## src/rtl/bf16_mac_pkg.sv

```systemverilog
// Shared definitions for the bfloat16 MAC initiator.
// Contents: bf16 word width and zero constant, MAC cntl encodings
// (accumulate/load), and the sequencer state type.
package bf16_mac_pkg;

    localparam int                BF16_W    = 16;
    localparam logic [BF16_W-1:0] BF16_ZERO = 16'h0000;

    // MAC cntl: accumulate adds a*b to out, load replaces out with a*b.
    localparam logic CNTL_ACC  = 1'b0;
    localparam logic CNTL_LOAD = 1'b1;

    typedef enum logic [1:0] {
        IDLE  = 2'd0,
        ISSUE = 2'd1,
        DRAIN = 2'd2,
        HOLD  = 2'd3
    } seq_state_t;

endpackage

```

## src/rtl/bf16_mac_sequencer.sv

```systemverilog
// bf16_mac_sequencer
// Initiator-side controller for an external bfloat16 MAC. Takes VEC_LEN
// operand pairs over valid/ready, issues one pair per cycle to the MAC
// (first pair as a load, the rest as accumulates), waits MAC_LAT edges for
// the accumulator to settle, then holds the dot product on a valid/ready
// result port.
//
// Parameters:
//   VEC_LEN   operand pairs per dot product (1..255)
//   MAC_LAT   edges from the MAC sampling a/b until out reflects it (1..7)
//
// Ports:
//   clk, rst_n            clock, asynchronous active-low reset
//   in_valid/in_ready     operand pair handshake, in_a/in_b bf16 operands
//   flush                 synchronous abort of partial vector or held result
//   mac_a/mac_b/mac_cntl  registered operands and load/accumulate to MAC
//   mac_out               MAC accumulator value
//   res_valid/res_ready   result handshake, res_data captured dot product
//   busy                  high in every state except IDLE
module bf16_mac_sequencer
    import bf16_mac_pkg::*;
#(
    parameter int VEC_LEN = 4,
    parameter int MAC_LAT = 1
) (
    input  logic              clk,
    input  logic              rst_n,
    input  logic              in_valid,
    output logic              in_ready,
    input  logic [BF16_W-1:0] in_a,
    input  logic [BF16_W-1:0] in_b,
    input  logic              flush,
    output logic [BF16_W-1:0] mac_a,
    output logic [BF16_W-1:0] mac_b,
    output logic              mac_cntl,
    input  logic [BF16_W-1:0] mac_out,
    output logic              res_valid,
    input  logic              res_ready,
    output logic [BF16_W-1:0] res_data,
    output logic              busy
);

    localparam logic [7:0] VEC_LEN_C = 8'(VEC_LEN);
    localparam logic [2:0] MAC_LAT_C = 3'(MAC_LAT);

    seq_state_t state;
    logic [7:0] pair_cnt;
    logic [2:0] drain_cnt;
    logic       accept;
    logic       last_pair;

    always_comb in_ready = (state == IDLE) || (state == ISSUE);
    always_comb busy     = (state != IDLE);

    // flush wins over the input handshake even though in_ready stays high.
    always_comb accept = in_valid && in_ready && !flush;

    // True when the pair being accepted this cycle completes the vector.
    always_comb begin
        last_pair = 1'b0;
        if (state == IDLE)
            last_pair = (VEC_LEN_C == 8'd1);
        else if (state == ISSUE)
            last_pair = ((pair_cnt + 8'd1) == VEC_LEN_C);
    end

    // Operand issue stage: every cycle without an accepted pair sends a
    // zero bubble with accumulate, so the MAC adds +0 and holds its value.
    always_ff @(posedge clk or negedge rst_n) begin
        if (!rst_n) begin
            mac_a    <= BF16_ZERO;
            mac_b    <= BF16_ZERO;
            mac_cntl <= CNTL_ACC;
        end else if (accept) begin
            mac_a    <= in_a;
            mac_b    <= in_b;
            mac_cntl <= (state == IDLE) ? CNTL_LOAD : CNTL_ACC;
        end else begin
            mac_a    <= BF16_ZERO;
            mac_b    <= BF16_ZERO;
            mac_cntl <= CNTL_ACC;
        end
    end

    // Sequencing and result capture.
    always_ff @(posedge clk or negedge rst_n) begin
        if (!rst_n) begin
            state     <= IDLE;
            pair_cnt  <= 8'd0;
            drain_cnt <= 3'd0;
            res_valid <= 1'b0;
            res_data  <= BF16_ZERO;
        end else if (flush) begin
            // Accumulator contents are left stale; the next vector loads.
            state     <= IDLE;
            pair_cnt  <= 8'd0;
            drain_cnt <= 3'd0;
            res_valid <= 1'b0;
        end else begin
            case (state)
                IDLE: begin
                    if (accept) begin
                        pair_cnt <= 8'd1;
                        if (last_pair) begin
                            state     <= DRAIN;
                            drain_cnt <= MAC_LAT_C;
                        end else begin
                            state <= ISSUE;
                        end
                    end
                end
                ISSUE: begin
                    if (accept) begin
                        pair_cnt <= pair_cnt + 8'd1;
                        if (last_pair) begin
                            state     <= DRAIN;
                            drain_cnt <= MAC_LAT_C;
                        end
                    end
                end
                DRAIN: begin
                    // Count reaches zero MAC_LAT edges after the last accept,
                    // so the capture lands MAC_LAT+1 edges after it.
                    if (drain_cnt == 3'd0) begin
                        res_data  <= mac_out;
                        res_valid <= 1'b1;
                        state     <= HOLD;
                    end else begin
                        drain_cnt <= drain_cnt - 3'd1;
                    end
                end
                HOLD: begin
                    if (res_ready) begin
                        res_valid <= 1'b0;
                        pair_cnt  <= 8'd0;
                        state     <= IDLE;
                    end
                end
                default: state <= IDLE;
            endcase
        end
    end

endmodule

```

## config.mk

```make
export PLATFORM = sky130hd
export DESIGN_NAME = bf16_mac_sequencer
export DESIGN_NICKNAME = d
export VERILOG_FILES = /design/src/rtl/bf16_mac_pkg.sv /design/src/rtl/bf16_mac_sequencer.sv
export SDC_FILE = /design/constraint.sdc
export NUM_CORES = 1
export LEC_CHECK = 0
export ABC_AREA = 0
export CAP_MARGIN = 20
export CORE_MARGIN = 1
export CORE_UTILIZATION = 43
export CTS_CLUSTER_SIZE = 10
export DETAILED_ROUTE_END_ITERATION = 8
export PLACE_DENSITY = 0.8
export SLEW_MARGIN = 20
export SYNTH_ARGS = -nofsm -noshare
export SYNTH_HDL_FRONTEND = slang
export SYNTH_SLANG_ARGS = --single-unit
```

## constraint.sdc

```tcl
create_clock -name clk -period 2.4 [get_ports clk]
set_input_delay 0.48 -clock clk [delete_from_list [all_inputs] [get_ports clk]]
set_output_delay 0.48 -clock clk [all_outputs]
set_load 0.05 [all_outputs]
```

==> metrics.txt, run 1 <==
met3 Use GR 8.18%; met1 Use GR 20.1%; Die Ht between 80 and 90 um; commonest non-fill, non-tap cell in the layout clkdlybuf4s50_1; cts hold-fix bufs 0; I/O Buffers 104; Detailed Routing Iterations Pass 1 4; outcome finished clean; CTS Buffer Depth 2; reg-to-reg startpoint state[0]$_DFFE_PN0P_; Final Routed Wirelength 5470 um; # IOs 105; largest net degree at the start of global routing 64; Max Cap Violations 0; Required @ worst endpoint 2.61 ns; final max-slew violation count 0; Iteration-0 DRC Markers 76; Tmin final 2.27 ns; Worst Max-Slew Pin Slew 0.837 ns; CTS resizes 0; ant diodes 0; initial core utilization between 40% and 50%; Final setup viols 0; syn nets 306; Fin. Hold Viols 0; synth warn 0; Detail Route Antenna Nets 0; Mapped Area 0.00263 sq mm; Crit path largest cell delay 0.50 ns; # clock sinks 63; clock-pin slew on the worst setup and hold paths 0.06 ns; share of cells above drive strength 1 10.7%; vias 2104; area added between synthesis and finish 50.4%; postcts setup bufs 0; Post-Syn Instances 246; routability congestion estimate 0.881; Async S/R FF share, synth 100%; die footprint approximately 0.0064 sq mm; worst-path cell chain inv_1, ha_1, or3b_2, a31o_2, a211oi_4, nor2_2, mux2_4; Critical Path Fanout Max 6; Cells after DPL 422; core footprint 0.00592 sq mm; predominant post-synthesis flop cell dfrtp_1; TritonCTS buffer count 9; num rows 28; area occupied by multi-input gates just under 0.001 sq mm; Worst Setup End Kind flip-flop; filler instances roughly 460; hpwl dp 3970 um; Worst Path Arrival 2.48 ns; gr usage total 18.6%; grt ovf 0; final instance area 0.00396 sq mm; FF-to-FF path depth 7; DP Area 0.00377 sq mm; H-tree depth 3; P_leak 1.84 nW; Slowest cell on crit path or3b_2; global route hottest layer met2; Yosys cell types 44; fin nets 418; power density over cell area about 1100 mW/mm^2; clk_skew around 0.011 ns; initial antenna violation count 0; Critical R2R Capture drain_cnt[1]$_DFFE_PN0P_; relative slew slack 44.2%; Peak Freq 441 MHz; CTS tree built; final cell count without fillers 438; Reg area 0.00158 sq mm; worst skew pair latency 0.33 ns; setup TNS 0 ns; crit share post-route between 90% and 100%; vias in the first global route 2018; r2r setup slk 0.13 ns; M2 GR Usage 30.5%; commonest non-fill, non-tap cells in the layout 101 x clkdlybuf4s50_1, 63 x dfrtp_1, 54 x nand2_1; Seq/Total Area, Yosys 59.9%; VDD IR-drop max around 0.00059 V; setup ws final 0.131 ns; Vias/cell slightly below 5; Synth Register Bits 63; Die W 80.2 um; mean area per synthesized cell 10.7 sq um; RSZ-0062 raised after global routing no; DRC violations left 0; CTS Root Cell clkbuf_8; Wirelength per Cell 12.5 um; first-pass GRT wire length 8830 um; Setup Crit Path Kind reg2reg; critical path startpoint category flip-flop; EDFF count, synth 0; dpl ws 0.134 ns; min-delay worst type in2async
==> Yosys cell counts (2+ instances only) <==
| cell type | n | area, sq um |
|---|---|---|
| dfrtp_1 | 63 | 1580 |
| nand2_1 | 54 | 203 |
| and2_1 | 32 | 200 |
| o21ai_0 | 11 | 55.1 |
| inv_1 | 8 | 30.0 |
| nor2_1 | 8 | 30.0 |
| a21oi_1 | 7 | 35.0 |
| ha_1 | 7 | 87.6 |
| clkbuf_1 | 6 | 22.5 |
| o31ai_1 | 6 | 45.0 |
| and3_1 | 3 | 18.8 |
| nand2b_1 | 3 | 18.8 |
| nand3_1 | 3 | 15.0 |
| nand4_1 | 3 | 18.8 |
| a21bo_2 | 2 | 20.0 |
| nor2b_1 | 2 | 12.5 |
==> per-stage QoR <==
step	hold WS [ns]	total power [mW]	utilization [%]
final	0.292	4.18	66.8
after global routing	0.370	4.43	66.8
after CTS	0.333	4.23	66.8
after detailed placement	0.464	3.35	63.6
after global placement	0.457	3.31	63.6
after floorplan	0.184	2.68	-
==> kinds of logic (layout without fill, tap and decap cells) <==
| group | count (synthesis) | after routing | share of synthesized area [%] |
|---|---|---|---|
| AND/OR/NAND/NOR | 119 | 119 | 23.1 |
| flip-flops | 63 | 63 | 59.9 |
| AO/OA/AOI/OAI | 36 | 36 | 9.47 |
| buffers and inverters | 17 | 134 | 2.47 |
| adder cells (fa/ha/maj) | 7 | 7 | 3.33 |
| multiplexers | 3 | 3 | 1.38 |
| XOR/XNOR | 1 | 1 | 0.333 |
==> worst max-delay path, delay by kind of cell, from the launching register on <==
family / cells / cell delay (ns)
AO/OA/AOI/OAI: 2 / 0.50
adder cells (fa/ha/maj): 1 / 0.26
buffers and inverters: 1 / 0.11
flip-flops: 1 / 0.41
multiplexers: 1 / 0.29
AND/OR/NAND/NOR: 2 / 0.58
==> state kept, by name (all words and copies together), names as in the netlist <==
signal	count
mac_a	16
pair_cnt	8
res_valid	1
mac_cntl	1
res_data	16
drain_cnt	3
mac_b	16
state	2
==> worst max path at each step <==
| stage | from | end | slack (ns) | cells after the start |
|---|---|---|---|---|
| after global placement | flush | drain_cnt[1]$_DFFE_PN0P_ | 0.19 | 6 |
| after detailed placement | flush | drain_cnt[1]$_DFFE_PN0P_ | 0.13 | 6 |
| final | state[0]$_DFFE_PN0P_ | drain_cnt[1]$_DFFE_PN0P_ | 0.13 | 7 |
| after global routing | state[0]$_DFFE_PN0P_ | drain_cnt[1]$_DFFE_PN0P_ | 0.05 | 7 |
| after floorplan | state[0]$_DFFE_PN0P_ | drain_cnt[1]$_DFFE_PN0P_ | 0.30 | 7 |
| after CTS | state[0]$_DFFE_PN0P_ | drain_cnt[1]$_DFFE_PN0P_ | 0.14 | 7 |
==> routing by layer <==
| metal | up-vias | share of wire (%) |
|---|---|---|
| li1 | 1035 | - |
| met4 | 0 | 1.6 |
| met1 | 976 | 40 |
| met5 | - | 0 |
| met3 | 5 | 9.9 |
| met2 | 88 | 49 |
==> power by group <==
part	internal, mW	switching (mW)
combinational	0.673	1.24
sequential	1.29	0.115
clock	0.475	0.384
total	2.44	1.73
==> cell type report <==
class                      count  share of cell area (%)
sequential                    63                    39.8
tap                           75                    2.37
multi-input combinational    166                    25.1
clock inverter                 6                    1.55
clock buffer                  10                    3.23
timing repair buffer         109                    27.0
inverter                       9                   0.854
Note: power is estimated with default switching activity, not from simulation.
==> run 2: changes to the inputs <==
HOLD_SLACK_MARGIN = 0.06   (was unset)
==> results of run 2 <==
No change in the layout: final DEF, timing and power equal those of run 1.
